<file path="config.mk">
export PLATFORM = sky130hd
export DESIGN_NAME = decoder_arbiter
export DESIGN_NICKNAME = d
export VERILOG_FILES = /design/src/rtl/decoder_arbiter.sv
export SDC_FILE = /design/constraint.sdc
export NUM_CORES = 1
export LEC_CHECK = 0
export BUFFER_PORTS_ARGS = -buffer_cell sky130_fd_sc_hd__buf_4
export CORE_UTILIZATION = 45
export DETAILED_ROUTE_END_ITERATION = 16
export PLACE_DENSITY = 0.68
export SETUP_SLACK_MARGIN = 0.02
export SYNTH_ARGS = -nofsm -noshare
export SYNTH_HDL_FRONTEND = slang
export SYNTH_SLANG_ARGS = --single-unit
export TNS_END_PERCENT = 100
</file>
<file path="constraint.sdc">
create_clock -name sys_clk -period 1.8 [get_ports sys_clk]
set_clock_uncertainty 0.15 [all_clocks]
set_input_delay 0.36 -clock sys_clk [delete_from_list [all_inputs] [get_ports sys_clk]]
set_output_delay 0.36 -clock sys_clk [all_outputs]
set_load 0.005 [all_outputs]
</file>
<file path="src/rtl/decoder_arbiter.sv">
`timescale 1ns/1ps
// Purpose: 4-way round-robin arbiter whose one-hot grant matches a 2-to-4 decoder of sel, with bounded hold and a dead GAP cycle.
// Latency: one cycle from request to registered grant/sel/busy; at least one dead cycle between two grants.
// Backpressure: none; req is a level request, and the winner keeps the grant while requesting, up to MAX_HOLD cycles.
// Build option: define ARB_GRANT_INV_EN for an active-low grant (inactive value 4'b1111); sel, busy and timing are unchanged.
module decoder_arbiter #(
    parameter int unsigned MAX_HOLD = 16
) (
    input  logic       sys_clk,
    input  logic       sys_rst_n,
    input  logic [3:0] req,
    output logic [3:0] grant,
    output logic [1:0] sel,
    output logic       busy
);

    typedef enum logic [1:0] {
        ST_IDLE  = 2'd0,
        ST_GRANT = 2'd1,
        ST_GAP   = 2'd2
    } state_t;

    // Last hold count value a winner may reach before it is forced off.
    localparam logic [7:0] HOLD_LAST = 8'(MAX_HOLD - 1);

`ifdef ARB_GRANT_INV_EN
    localparam logic [3:0] GRANT_OFF = 4'b1111;
`else
    localparam logic [3:0] GRANT_OFF = 4'b0000;
`endif

    state_t     r_state;
    state_t     w_state_nxt;
    logic [1:0] r_ptr;
    logic [1:0] w_ptr_nxt;
    logic [1:0] r_sel;
    logic [1:0] w_sel_nxt;
    logic [7:0] r_hold;
    logic [7:0] w_hold_nxt;
    logic       r_busy;
    logic       w_busy_nxt;
    logic [3:0] r_grant;
    logic [3:0] w_grant_nxt;
    logic       w_found;
    logic [1:0] w_win;
    logic [1:0] w_idx;

    // Decoder pattern for a winner index, in the selected grant polarity.
    function automatic logic [3:0] f_decode(input logic [1:0] idx);
        logic [3:0] onehot;
        onehot = 4'b0001 << idx;
`ifdef ARB_GRANT_INV_EN
        return ~onehot;
`else
        return onehot;
`endif
    endfunction

    // Round-robin search: scan from ptr+3 down to ptr so the lowest offset from ptr wins.
    always_comb begin
        w_found = 1'b0;
        w_win   = r_ptr;
        w_idx   = r_ptr;
        for (int k = 3; k >= 0; k--) begin
            w_idx = r_ptr + 2'(k);
            if (req[w_idx]) begin
                w_found = 1'b1;
                w_win   = w_idx;
            end
        end
    end

    // Next state and next registered outputs; sel only changes on a new grant.
    always_comb begin
        w_state_nxt = r_state;
        w_ptr_nxt   = r_ptr;
        w_sel_nxt   = r_sel;
        w_hold_nxt  = r_hold;
        w_busy_nxt  = 1'b0;
        w_grant_nxt = GRANT_OFF;
        case (r_state)
            ST_IDLE, ST_GAP: begin
                if (w_found) begin
                    w_state_nxt = ST_GRANT;
                    w_sel_nxt   = w_win;
                    w_ptr_nxt   = w_win + 2'd1;
                    w_hold_nxt  = 8'd0;
                    w_busy_nxt  = 1'b1;
                    w_grant_nxt = f_decode(w_win);
                end else begin
                    w_state_nxt = ST_IDLE;
                end
            end
            ST_GRANT: begin
                if (!req[r_sel] || (r_hold == HOLD_LAST)) begin
                    w_state_nxt = ST_GAP;
                end else begin
                    w_hold_nxt  = r_hold + 8'd1;
                    w_busy_nxt  = 1'b1;
                    w_grant_nxt = f_decode(r_sel);
                end
            end
            default: begin
                w_state_nxt = ST_IDLE;
            end
        endcase
    end

    // State and output registers; reset wins over any state, including an active grant.
    always_ff @(posedge sys_clk) begin
        if (!sys_rst_n) begin
            r_state <= ST_IDLE;
            r_ptr   <= 2'd0;
            r_sel   <= 2'd0;
            r_hold  <= 8'd0;
            r_busy  <= 1'b0;
            r_grant <= GRANT_OFF;
        end else begin
            r_state <= w_state_nxt;
            r_ptr   <= w_ptr_nxt;
            r_sel   <= w_sel_nxt;
            r_hold  <= w_hold_nxt;
            r_busy  <= w_busy_nxt;
            r_grant <= w_grant_nxt;
        end
    end

    assign grant = r_grant;
    assign sel   = r_sel;
    assign busy  = r_busy;

endmodule

</file>
After elaboration in Yosys (flattened, before gate mapping):

Index checks and enable logic that the tools add are counted.
W data, S select, Z words.

* register bits: 19
* input bits: 6

* eq/ne operators: 6
* shift operators: 2
* add/sub/neg operators: 5
* $lt $le $gt $ge: 5
* reductions and logical operators: 7
* mux-type cells: 30

Operator list (count)
* $mux W8: 2
* $pmux W8 S2: 1
* $lt A2 B3 Y1 const B: 5
* $mux W1: 12
* $bmux W1 S2: 5
* $mux W2: 5
* $add A8 B1 Y8 const B: 1
* $eq A8 B4 Y1 const B: 1
* $mux W4: 2
* $pmux W4 S2: 1
* $shl A1 B2 Y4 const A: 2
* $ne A2 B2 Y1 const B: 3
* $add A2 B1 Y2 const B: 2
* $add A2 B2 Y2 const B: 2
* $pmux W2 S2: 1
* $reduce_and A3 Y1: 1
* $eq A2 B1 Y1 const B: 1
* $eq A2 B2 Y1 const B: 1
* $logic_not A2 Y1: 1
* $pmux W1 S2: 1
* $reduce_and A2 Y1: 1
* $reduce_bool A2 Y1: 1
* $reduce_or A2 Y1: 1
* $logic_not A1 Y1: 1
* $logic_or A1 B1 Y1: 1

Longest topological paths before layout:

Gate-level depths: netlist of the first run.

* depth in word-level cells: 10
* mapped depth: 7
* mapped depth without buffers: 6

Worst setup path before layout of the first run:

Ideal clock, no wire load.

* kind: register -> register
* start point: register r_sel[0] (netlist: sel[0])
* end point: register r_hold[7]
* library setup time: 0.120 ns
* slack: 0.046 ns
* path buffers: 1
* cell stages (with the launch flop): 7
* data arrival time: 1.484 ns
* path through: dfxtp_1 -> mux4_1 -> o211ai_1 -> buf_4 -> a21oi_1 -> xnor2_1 -> nor2_1

* cells in the longest elaborated chain, start to end: 6

Ends and longest elaborated chain
* start, declared: line 36 `logic [1:0] r_sel;`
* start signal, assigned: line 121 `r_sel <= w_sel_nxt;`
* $bmux W1 S2: line 95 `if (!req[r_sel] || (r_hold == HOLD_LAST)) begin`
* $mux W1 (implied by the code): line 95
* $logic_not A1 Y1: line 95
* $logic_or A1 B1 Y1: line 95
* $ne A2 B2 Y1 (no source line)
* $reduce_and A3 Y1 (no source line)
* end signal, assigned: line 122 `r_hold <= w_hold_nxt;`
* end, declared: line 38 `logic [7:0] r_hold;`

Every way passes these cells. The select of a mux whose other input is x is not followed.
A chain may end at the register's enable or synchronous reset.

Worst setup path after layout of the first run:

* start point: register r_hold[4]
* end point: register r_hold[0]

* cells in the longest elaborated chain, start to end: 4

Ends and longest elaborated chain (line)
* $eq A8 B4 Y1: 95
* $logic_or A1 B1 Y1: 95
* $ne A2 B2 Y1 (no source line)
* $reduce_and A3 Y1 (no source line)

Every way passes these cells.

==> results of run 1 <==
## metal layers
| metal | up-vias | GRT usage (%) | part of all wire, % |
|---|---|---|---|
| met5 | - | 0 | 0 |
| met4 | 0 | 6.857 | 2.2 |
| met3 | 6 | 3.774 | 3.8 |
| met2 | 29 | 29.32 | 48 |
| met1 | 433 | 29.51 | 46 |
| li1 | 442 | - | - |
## layout make-up
| type | instances | area [sq um] |
|---|---|---|
| Inverter | 3 | 11.26 |
| Sequential cell | 19 | 384.1 |
| Tap cell | 27 | 33.78 |
| Clock buffer | 4 | 26.28 |
| Multi-Input combinational cell | 83 | 553.0 |
| Fill cell | 164 | 660.6 |
| Timing Repair Buffer | 33 | 272.8 |
## worst reg2reg max path, stage by stage, from the launching register on
cell and delay [ns]:
dfxtp_2 0.34, or4_4 0.52, o211ai_1 0.26, buf_4 0.17
nand2_2 0.08, xnor2_2 0.14, nor2_1 0.11
## how the worst max path moves through the flow
| stage | start | to | slack, ns | depth (start not counted) |
|---|---|---|---|---|
| final | r_hold[4] | r_hold[0] | -0.04 | 6 |
| after global routing | r_hold[4] | r_hold[4] | -0.16 | 6 |
| after CTS | r_hold[4] | r_hold[7] | -0.04 | 6 |
| after detailed placement | req[0] | grant[3] | -0.17 | 5 |
| after global placement | req[1] | r_hold[2] | -0.09 | 7 |
| after floorplan | sel[0] | r_hold[7] | 0.05 | 6 |
## synth_stat cells (2+ instances only)
cell      instances  area, sq um
and3_1            2        12.51
a21boi_1          3        22.52
nand2_1          11        41.29
nor2b_1           4        25.02
dfxtp_1          19        380.4
and2_1            2        12.51
xnor2_1           7        61.31
nand3_1           5        25.02
o21ai_0           4        20.02
a21oi_1          11        55.05
nor2_1           15        56.30
inv_1             3        11.26
## state kept, by name, summed over array words and instances, names as in the netlist
signal,count
grant,4
r_hold,8
r_ptr,2
sel,2
r_state,2
busy,1
## layout by cell type, fill, tap and decap left out, types with 2 or more instances in the layout
master | Yosys | layout
nor2_2 | 1 | 2
dfxtp_2 | 0 | 3
nor2b_1 | 4 | 4
nor2_1 | 15 | 13
nand2_1 | 11 | 10
dfxtp_1 | 19 | 16
a21oi_1 | 11 | 9
a21boi_1 | 3 | 3
buf_12 | 0 | 2
xnor2_1 | 7 | 6
buf_4 | 1 | 31
inv_1 | 3 | 3
a21oi_2 | 0 | 2
nand2_2 | 1 | 2
o21ai_0 | 4 | 3
nand3_1 | 5 | 5
clkbuf_4 | 0 | 3
and2_1 | 2 | 2
and3_1 | 2 | 2
## per-stage QoR
stage | power (uW) | util, % | TNS, ns | instance area [sq um] | setup WS (ns)
finish | 1003 | 65.98 | -0.2590 | 1281 | -0.04175
global route | 1051 | 65.98 | -1.321 | 1281 | -0.1555
CTS | 973.5 | 64.24 | -0.2350 | 1247 | -0.04117
detailed placement | 746.8 | 61.28 | -1.265 | 1190 | -0.1690
global placement | 737.1 | 61.28 | -0.8375 | 1190 | -0.09345
floorplan | 620.5 | - | 0 | 929.6 | 0.04644
## kinds of logic after synthesis
group                    share of synthesized area, %
XOR/XNOR                                        7.537
adder cells (fa/ha/maj)                         1.346
AO/OA/AOI/OAI                                   17.63
flip-flops                                      40.91
AND/OR/NAND/NOR                                 26.78
multiplexers                                    2.827
buffers and inverters                           2.960
## where the power goes
group          internal, uW  switching, uW  total, uW  leakage (uW)
registers               454           23.7        477      0.000156
logic                   161            148        309      0.000350
clock network          86.2            130        216     0.0000150
## repair_timing
action                     4_1_cts  5_1_grt
hold endpoints to repair         0        0
setup endpoints to repair       14       15
buffers inserted                 2        2
resized for setup                5        7
pin swaps                        3        6
==> flow_summary_export.csv, run 1 <==
group,metric,value,unit
timing,period_needed,1.842,ns
die,ios,13,
critical_path,critPathRequiredTime,1.88,ns
critical_path,critPathKind,"register to register",
timing,hold_slack,0.1942,ns
die,initial_core_util,47.87,%
synth,synth_fp_nets,115,
die,rows,16,
critical_path,path_cells,"or4_4 -> o211ai_1 -> buf_4 -> nand2_2 -> xnor2_2 -> nor2_1",
critical_path,regToRegSetupSlack,-0.04,ns
grt,grt_pass1_wl,3.160,mm
routing,num_vias,910,
die,die_w,47.45,um
synth,synth_edf_count,0,
grt,grt-ovfl-total,0,
critical_path,cp_max_fo,4,
finish,finalNetCount,150,
power,leakagePower,0.0005210,uW
critical_path,rr_worst_depth,6,
die,chipHeight,47.45,um
clocking,clk_latency,0.29,ns
timing,fmax,543.0,MHz
hold_path,hold_class,"primary input to register",
timing,rsz0062_at_grt,"true",
routing,ant_nets,0,
routing,routed_wl,2.200,mm
timing,period_share,102.3,%
critical_path,slowest_stage,"or4_4",
critical_path,crit_path_start_kind,"register",
critical_path,path_buf_inv,1,
grt,antenna_found_initial,0,
timing,setup_viol,8,
synth,ys_ff_latch,19,
critical_path,arrival,1.92,ns
timing,maxSlewHeadroom,69.82,%
placement,gp_congestion,0.8287,
routing,avgViaCountPerCell,5.385,
die,core_area,1942,sq um
synth,async_reset_ff_share,0,%
routing,wl_per_cell,13.02,um
outcome,status,"finished, violations left",
hold_path,min_path_cells,2,
hold_path,hp-start,"sys_rst_n",
clocking,cts_root_buffer,"clkbuf_4",
outcome,violations,"setup timing",
critical_path,cp_slowest_stage_delay,0.52,ns
clocking,cts_sinks,19,
placement,numPortBuffers,12,
placement,dp_hpwl,1.577,mm
clocking,cts_buffers,3,
synth,syn_area_per_cell,8.608,sq um
hold_path,min_to,"r_state[0]",
finish,area_delta_synth_final,37.82,%
synth,yosysUniqueCellTypes,34,
power,ir_worst_vdd,0.6559,mV
power,powerDensity,782.6,nW/um^2
synth,syn_area,929.6,sq um
finish,drive_above_1_share,35.21,%
clocking,hold_buffers,0,
timing,drv_slew,0,
critical_path,rr_endpoint,"r_hold[0]",
synth,ys.flop_type,"dfxtp_1",
grt,grt_max_degree,12,
die,die_area,2252,sq um
finish,final_cells,169,
routing,drt_pass1_iterations,4,
timing,setup_ws,-0.04175,ns
timing,hold_viol_final,0,
placement,placed_cells,161,
grt,grt_pass1_vias,711,
clocking,cts_max_level,1,
clocking,cts_tree,"built",
routing,drc,0,
synth,ys_warn_count,0,
critical_path,reg2reg_from,"r_hold[4]",
routing,drt_iter0_markers,33,
finish,diodes,0,
grt,grt_usage,20.05,%
timing,tightest_slew,0.4510,ns
synth,yosysSeqAreaShare,40.92,%
clocking,clk_path_buf_depth,2,
job,drv_cap,0,
synth,syn_inst,108,
clocking,clk_pin_slew,0.11,ns
critical_path,endpoint_kind,"register",
critical_path,path_delay_family,"simple AND/OR/NAND/NOR gates",
Note: power is estimated with default switching activity, not from simulation.
==> run 2, diff against run 1 <==
--- a/config.mk
+++ b/config.mk
@@ -5,11 +5,11 @@
 export SDC_FILE = /design/constraint.sdc
 export NUM_CORES = 1
 export LEC_CHECK = 0
+export ABC_AREA = 1
 export BUFFER_PORTS_ARGS = -buffer_cell sky130_fd_sc_hd__buf_4
 export CORE_UTILIZATION = 45
 export DETAILED_ROUTE_END_ITERATION = 16
-export PLACE_DENSITY = 0.68
-export SETUP_SLACK_MARGIN = 0.02
+export PLACE_DENSITY = 0.66
 export SYNTH_ARGS = -nofsm -noshare
 export SYNTH_HDL_FRONTEND = slang
 export SYNTH_SLANG_ARGS = --single-unit
==> run 2 against run 1 <==
  * The flow now finishes without violations
  * Die area rose by 27%
  * Final cell count increased by 31%
  * Clock power is essentially flat
  * Sequential cell count unchanged
  * Largest cell class unchanged
  * Via count rose by 19%
  * Cell area increased by 9.6%
  * Clock-buffer cell count decreased by 1
  * Fmax grew 8.7%
  * Non-clock buffer count decreased by 14
  * Combinational power rose to 3.4 times the previous value
  * Global-route usage is 0.29 points higher
  * Register-to-register slack improved by 0.15 ns
==> flow_summary_export.csv, run 2 <==
group,metric,value,unit
critical_path,crit_path_start_kind,"register",
power,powerDensity,1311,nW/um^2
timing,fmax,590.4,MHz
grt,grt_max_degree,13,
finish,area_delta_synth_final,17.98,%
job,drv_cap,0,
grt,grt_usage,20.33,%
clocking,cts_buffers,3,
grt,antenna_found_initial,0,
finish,largest_register,"r_hold",
synth,ys_ff_latch,19,
clocking,hold_buffers,0,
routing,ant_nets,0,
routing,drc,0,
routing,routed_wl,2.575,mm
clocking,cts_tree,"built",
critical_path,critPathRequiredTime,1.88,ns
timing,drv_slew,0,
synth,synth_fp_nets,178,
die,ios,13,
placement,gp_congestion,0.8610,
placement,numPortBuffers,12,
grt,grt-ovfl-total,0,
synth,syn_area_per_cell,6.958,sq um
hold_path,hold_class,"primary input to register",
timing,period_share,94.10,%
routing,avgViaCountPerCell,4.905,
die,chipHeight,53.42,um
routing,wl_per_cell,11.65,um
synth,synth-adder-area-share,1.052,%
grt,grt_pass1_wl,4.146,mm
finish,drive_above_1_share,29.32,%
timing,hold_slack,0.1433,ns
critical_path,critPathKind,"register to register",
timing,hold_viol_final,0,
synth,synth_edf_count,0,
timing,rsz0062_at_grt,"true",
critical_path,cp_max_fo,9,
die,rows,18,
synth,synth_area_leader_cell,"dfxtp_1",
synth,yosysSeqAreaShare,31.97,%
finish,diodes,0,
timing,maxSlewHeadroom,75.73,%
synth,synth_compound_area_share,10.52,%
finish,finish.utilization,56.67,%
die,die_area,2854,sq um
critical_path,endpoint_kind,"register",
routing,wl_met3,81,um
timing,period_needed,1.694,ns
routing,routed.top_layer,"met4",
routing,drt_pass1_iterations,4,
routing,num_vias,1084,
grt,grt_pass1_vias,994,
synth,muxShareOfSynthArea,0,%
die,initial_core_util,48.03,%
die,die_w,53.42,um
finish,final_common_cell,"nand2_1",
clocking,cts_sinks,19,
power,leakagePower,0.0006668,uW
synth,synth.top_cell.area_share,31.97,%
clocking,clk_latency,0.29,ns
routing,wl_met1,1.171,mm
synth,synthTopCellsByCount,"nand2_1 (50), dfxtp_1 (19), inv_1 (19)",
finish,finalNetCount,199,
finish,largest_reg_flops,8,
synth,syn_inst,171,
routing,drt_iter0_markers,14,
synth,synthTopCellsByArea,"dfxtp_1 (32%), nand2_1 (16%), inv_1 (6.0%)",
power,ir_worst_vdd,0.6765,mV
clocking,clk_path_buf_depth,2,
placement,dp_hpwl,1.931,mm
synth,yosysMostFrequentCell,"nand2_1",
synth,syn_area,1190,sq um
critical_path,arrival,1.78,ns
routing,wl_met2,1.302,mm
clocking,cts_max_level,1,
synth,synth-simple-area-share,41.43,%
die,core_area,2477,sq um
clocking,cts_root_buffer,"clkbuf_4",
synth,ys_warn_count,0,
outcome,status,"finished clean",
finish,layout_common_cells,"nand2_1 (47), inv_1 (19), buf_4 (17)",
synth,synth_top_family_by_area,"simple AND/OR/NAND/NOR gates",
synth,ys.flop_type,"dfxtp_1",
clocking,clk_pin_slew,0.11,ns
timing,tightest_slew,0.3636,ns
synth,yosysUniqueCellTypes,28,
timing,setup_viol,0,
synth,synth-xor-area-share,4.416,%
synth,async_reset_ff_share,0,%
run 2: cell types whose count changed in the layout (fill, tap and decap cells not counted), sizes merged, moves of 4 or more:
cell	delta
nand3	+11
xnor2	-5
buf	-14
nand2	+47
nor2b	-4
inv	+21
run 2: final timing paths:
path	start	to	slack [ns]	cells after the start
worst max register to register	r_ptr[0]	r_hold[6]	0.11	11
worst min register to register	r_hold[7]	r_hold[7]	0.35	2
worst max-delay path	r_ptr[0]	r_hold[6]	0.11	11
worst min-delay path	sys_rst_n	r_ptr[0]	0.14	3
run 2: cell families (layout without fill, tap and decap cells):
kind of cell | count (synthesis) | after routing
and+or+nand+nor | 99 | 99
adders and majority gates | 1 | 1
xor gates and xnor gates | 6 | 6
AOI/OAI and AO/OA | 19 | 19
buffers and inverters | 27 | 47
DFF | 19 | 19
run 2: routing by layer:
layer | GRT usage, % | vias to the layer above
met5 | 0 | -
met4 | 6.579 | 0
met3 | 3.448 | 2
met2 | 36.04 | 20
met1 | 24.35 | 486
li1 | - | 576
run 2: report_power, final:
group / switching (uW) / internal [uW] / leakage (uW)
clock: 132 / 82.6 / 0.0000177
combinational: 631 / 419 / 0.000492
sequential: 66.5 / 508 / 0.000157
total: 830 / 1010 / 0.000667
run 2: critical path, stage by stage, from the launching register on:
cell and delay [ns]:
dfxtp_1 0.32, buf_6 0.14, inv_8 0.07, nand2_4 0.05, nand2_2 0.05, nand3_2 0.07, nor2_4 0.17, nor2_8 0.07
nor2_4 0.20, buf_6 0.14, nand2_1 0.06, a21oi_2 0.11
run 2: stage by stage:
stage	setup slack (ns)	cells	setup TNS, ns	cell area (sq um)	power [uW]
5_1_grt	-0.01679	221	-0.02000	1404	1985
2_1_floorplan	0.1810	171	0	1190	1292
6_report	0.1063	221	0	1404	1840
4_1_cts	0.01551	220	0	1366	1783
3_3_place_gp	0.01926	212	0	1306	1500
3_5_place_dp	-0.02428	212	-0.02428	1306	1516
run 2: area by class of cell:
class / instances / area (sq um)
Clock inverter: 1 / 5.005
Clock buffer: 3 / 22.52
Timing Repair Buffer: 19 / 150.1
Fill cell: 250 / 1074
Sequential cell: 19 / 386.6
Tap cell: 30 / 37.54
Inverter: 24 / 100.1
Multi-Input combinational cell: 125 / 701.9
run 2: timing repair:
item / 4_1_cts / 5_1_grt
buffers inserted: 4 / 1
gates resized for setup: 4 / 10
pin swaps: 2 / 2
endpoints found under the setup margin: 2 / 16
==> run 3, diff against run 2 <==
--- a/config.mk
+++ b/config.mk
@@ -5,11 +5,11 @@
 export SDC_FILE = /design/constraint.sdc
 export NUM_CORES = 1
 export LEC_CHECK = 0
-export ABC_AREA = 1
+export ABC_AREA = 0
 export BUFFER_PORTS_ARGS = -buffer_cell sky130_fd_sc_hd__buf_4
 export CORE_UTILIZATION = 45
 export DETAILED_ROUTE_END_ITERATION = 16
-export PLACE_DENSITY = 0.66
+export PLACE_DENSITY = 0.68
 export SYNTH_ARGS = -nofsm -noshare
 export SYNTH_HDL_FRONTEND = slang
 export SYNTH_SLANG_ARGS = --single-unit
==> run 3 against run 2 <==
  * The flow now finishes with violations (setup timing)
  * First-iteration DRC count is 100% higher
  * Sequential cell count did not move
  * Clock-buffer cell count increased by 1
  * Register-to-register slack worse by 0.15 ns
  * Largest power group is now sequential cells
  * Critical endpoint is now r_hold[0]
==> flow_summary_export.csv, run 3 (synthesized netlist as in run 1, its figures left out) <==
group,metric,value,unit
outcome,status,"finished, violations left",
outcome,violations,"setup timing",
timing,drv_slew,0,
grt,grt_pass1_vias,710,
timing,setup_viol,7,
clocking,cts_buffers,3,
job,drv_cap,0,
timing,period_needed,1.839,ns
clocking,clk_path_buf_depth,2,
clocking,clk_pin_slew,0.11,ns
finish,final_common_cell,"buf_4",
die,die_w,47.45,um
clocking,clk_latency,0.29,ns
finish,layout_common_cells,"buf_4 (31), dfxtp_1 (16), nor2_1 (14)",
grt,grt_pass1_wl,3.160,mm
routing,routed_wl,2.207,mm
finish,largest_register,"r_hold",
finish,fillers,172,
clocking,cts_sinks,19,
critical_path,endpoint_kind,"register",
finish,multiInputGateArea,539.3,sq um
grt,grt_max_degree,12,
placement,pre_cts_ws,-0.1690,ns
finish,drive_above_1_share,33.10,%
die,rows,16,
timing,hold_viol_final,0,
timing,setup_ws,-0.03880,ns
routing,num_vias,902,
timing,maxSlewHeadroom,68.05,%
clocking,cts_max_level,1,
power,powerDensity,787.1,nW/um^2
power,ir_worst_vdd,0.6517,mV
critical_path,critPathKind,"register to register",
die,initial_core_util,47.87,%
placement,numPortBuffers,12,
timing,tightest_slew,0.4774,ns
finish,diodes,0,
grt,antenna_found_initial,0,
grt,grt_usage,20.05,%
finish,regArea,384.1,sq um
timing,fmax,543.8,MHz
routing,wl_per_cell,13.06,um
finish,finalNetCount,150,
timing,period_share,102.2,%
critical_path,arrival,1.87,ns
clocking,cts_tree,"built",
finish,largest_reg_flops,8,
routing,avgViaCountPerCell,5.337,
critical_path,path_cells,"or4_4 -> o211ai_1 -> buf_4 -> nand2_2 -> xnor2_2 -> nor2_1",
die,chipHeight,47.45,um
power,power,997.6,uW
routing,drt_pass1_iterations,4,
routing,ant_nets,0,
timing,rsz0062_at_grt,"true",
placement,gp_congestion,0.8287,
critical_path,cp_slowest_stage_delay,0.52,ns
clocking,cts_root_buffer,"clkbuf_4",
critical_path,path_buf_inv,1,
placement,dp_hpwl,1.577,mm
grt,grt-ovfl-total,0,
clocking,hold_buffers,0,
critical_path,slowest_stage,"or4_4",
critical_path,path_delay_family,"simple AND/OR/NAND/NOR gates",
finish,area_delta_synth_final,36.34,%
power,leakagePower,0.0005203,uW
critical_path,cp_max_fo,4,
routing,drt_iter0_markers,28,
hold_path,hold_class,"primary input to register",
die,ios,13,
critical_path,critPathRequiredTime,1.83,ns
die,core_area,1942,sq um
die,die_area,2252,sq um
critical_path,crit_path_start_kind,"register",
finish,finish.utilization,65.27,%
routing,drc,0,
timing,hold_slack,0.1980,ns
[run 3: cell count changes in the layout (fill, tap and decap cells not counted), moves of 4 or more]
cell     previous run  this run
nor2b_1             0         4
nand2_1            47        11
inv_1              19         3
xnor2_1             2         6
nand3_1            13         5
buf_4              17        31
nand2_2            10         1
[run 3: routing by layer]
layer | GRT usage (%) | wire length [um] | part of all wire, %
met1 | 29.51 | 1012 | 46
met4 | 6.857 | 19 | 0.86
met3 | 3.774 | 100 | 4.5
met2 | 29.32 | 1073 | 49
met5 | 0 | 0 | 0
[run 3: final timing paths]
check	start	slack, ns	to	cells past startpoint
max	r_hold[4]	-0.04	r_hold[0]	6
min	sys_rst_n	0.20	r_state[0]	2
max reg2reg	r_hold[4]	-0.04	r_hold[0]	6
min reg2reg	r_hold[7]	0.39	r_hold[7]	2
[run 3: where the power goes]
part | internal (uW) | total, uW | switching (uW)
Sequential | 454 | 477 | 23.6
Combinational | 159 | 303 | 144
Clock | 86.1 | 217 | 131
Total | 699 | 998 | 299
[run 3: final cells by class]
type	instances	area share [%]
Clock buffer	4	2.073
Inverter	3	0.8884
Multi-Input combinational cell	83	42.55
Sequential cell	19	30.31
Tap cell	27	2.665
Timing Repair Buffer	33	21.52
[run 3: metrics by stage]
stage	TNS, ns	std cells	area [sq um]
finish	-0.2180	169	1267
global route	-1.273	169	1267
CTS	-0.2350	167	1247
detailed placement	-1.265	161	1190
global placement	-0.8375	161	1190
floorplan	0	108	929.6
[run 3: timing repair]
| action | 4_1_cts | 5_1_grt |
|---|---|---|
| pin swaps | 3 | 2 |
| resized for setup | 5 | 3 |
| setup endpoints to repair | 9 | 14 |
| setup buffers | 2 | 2 |
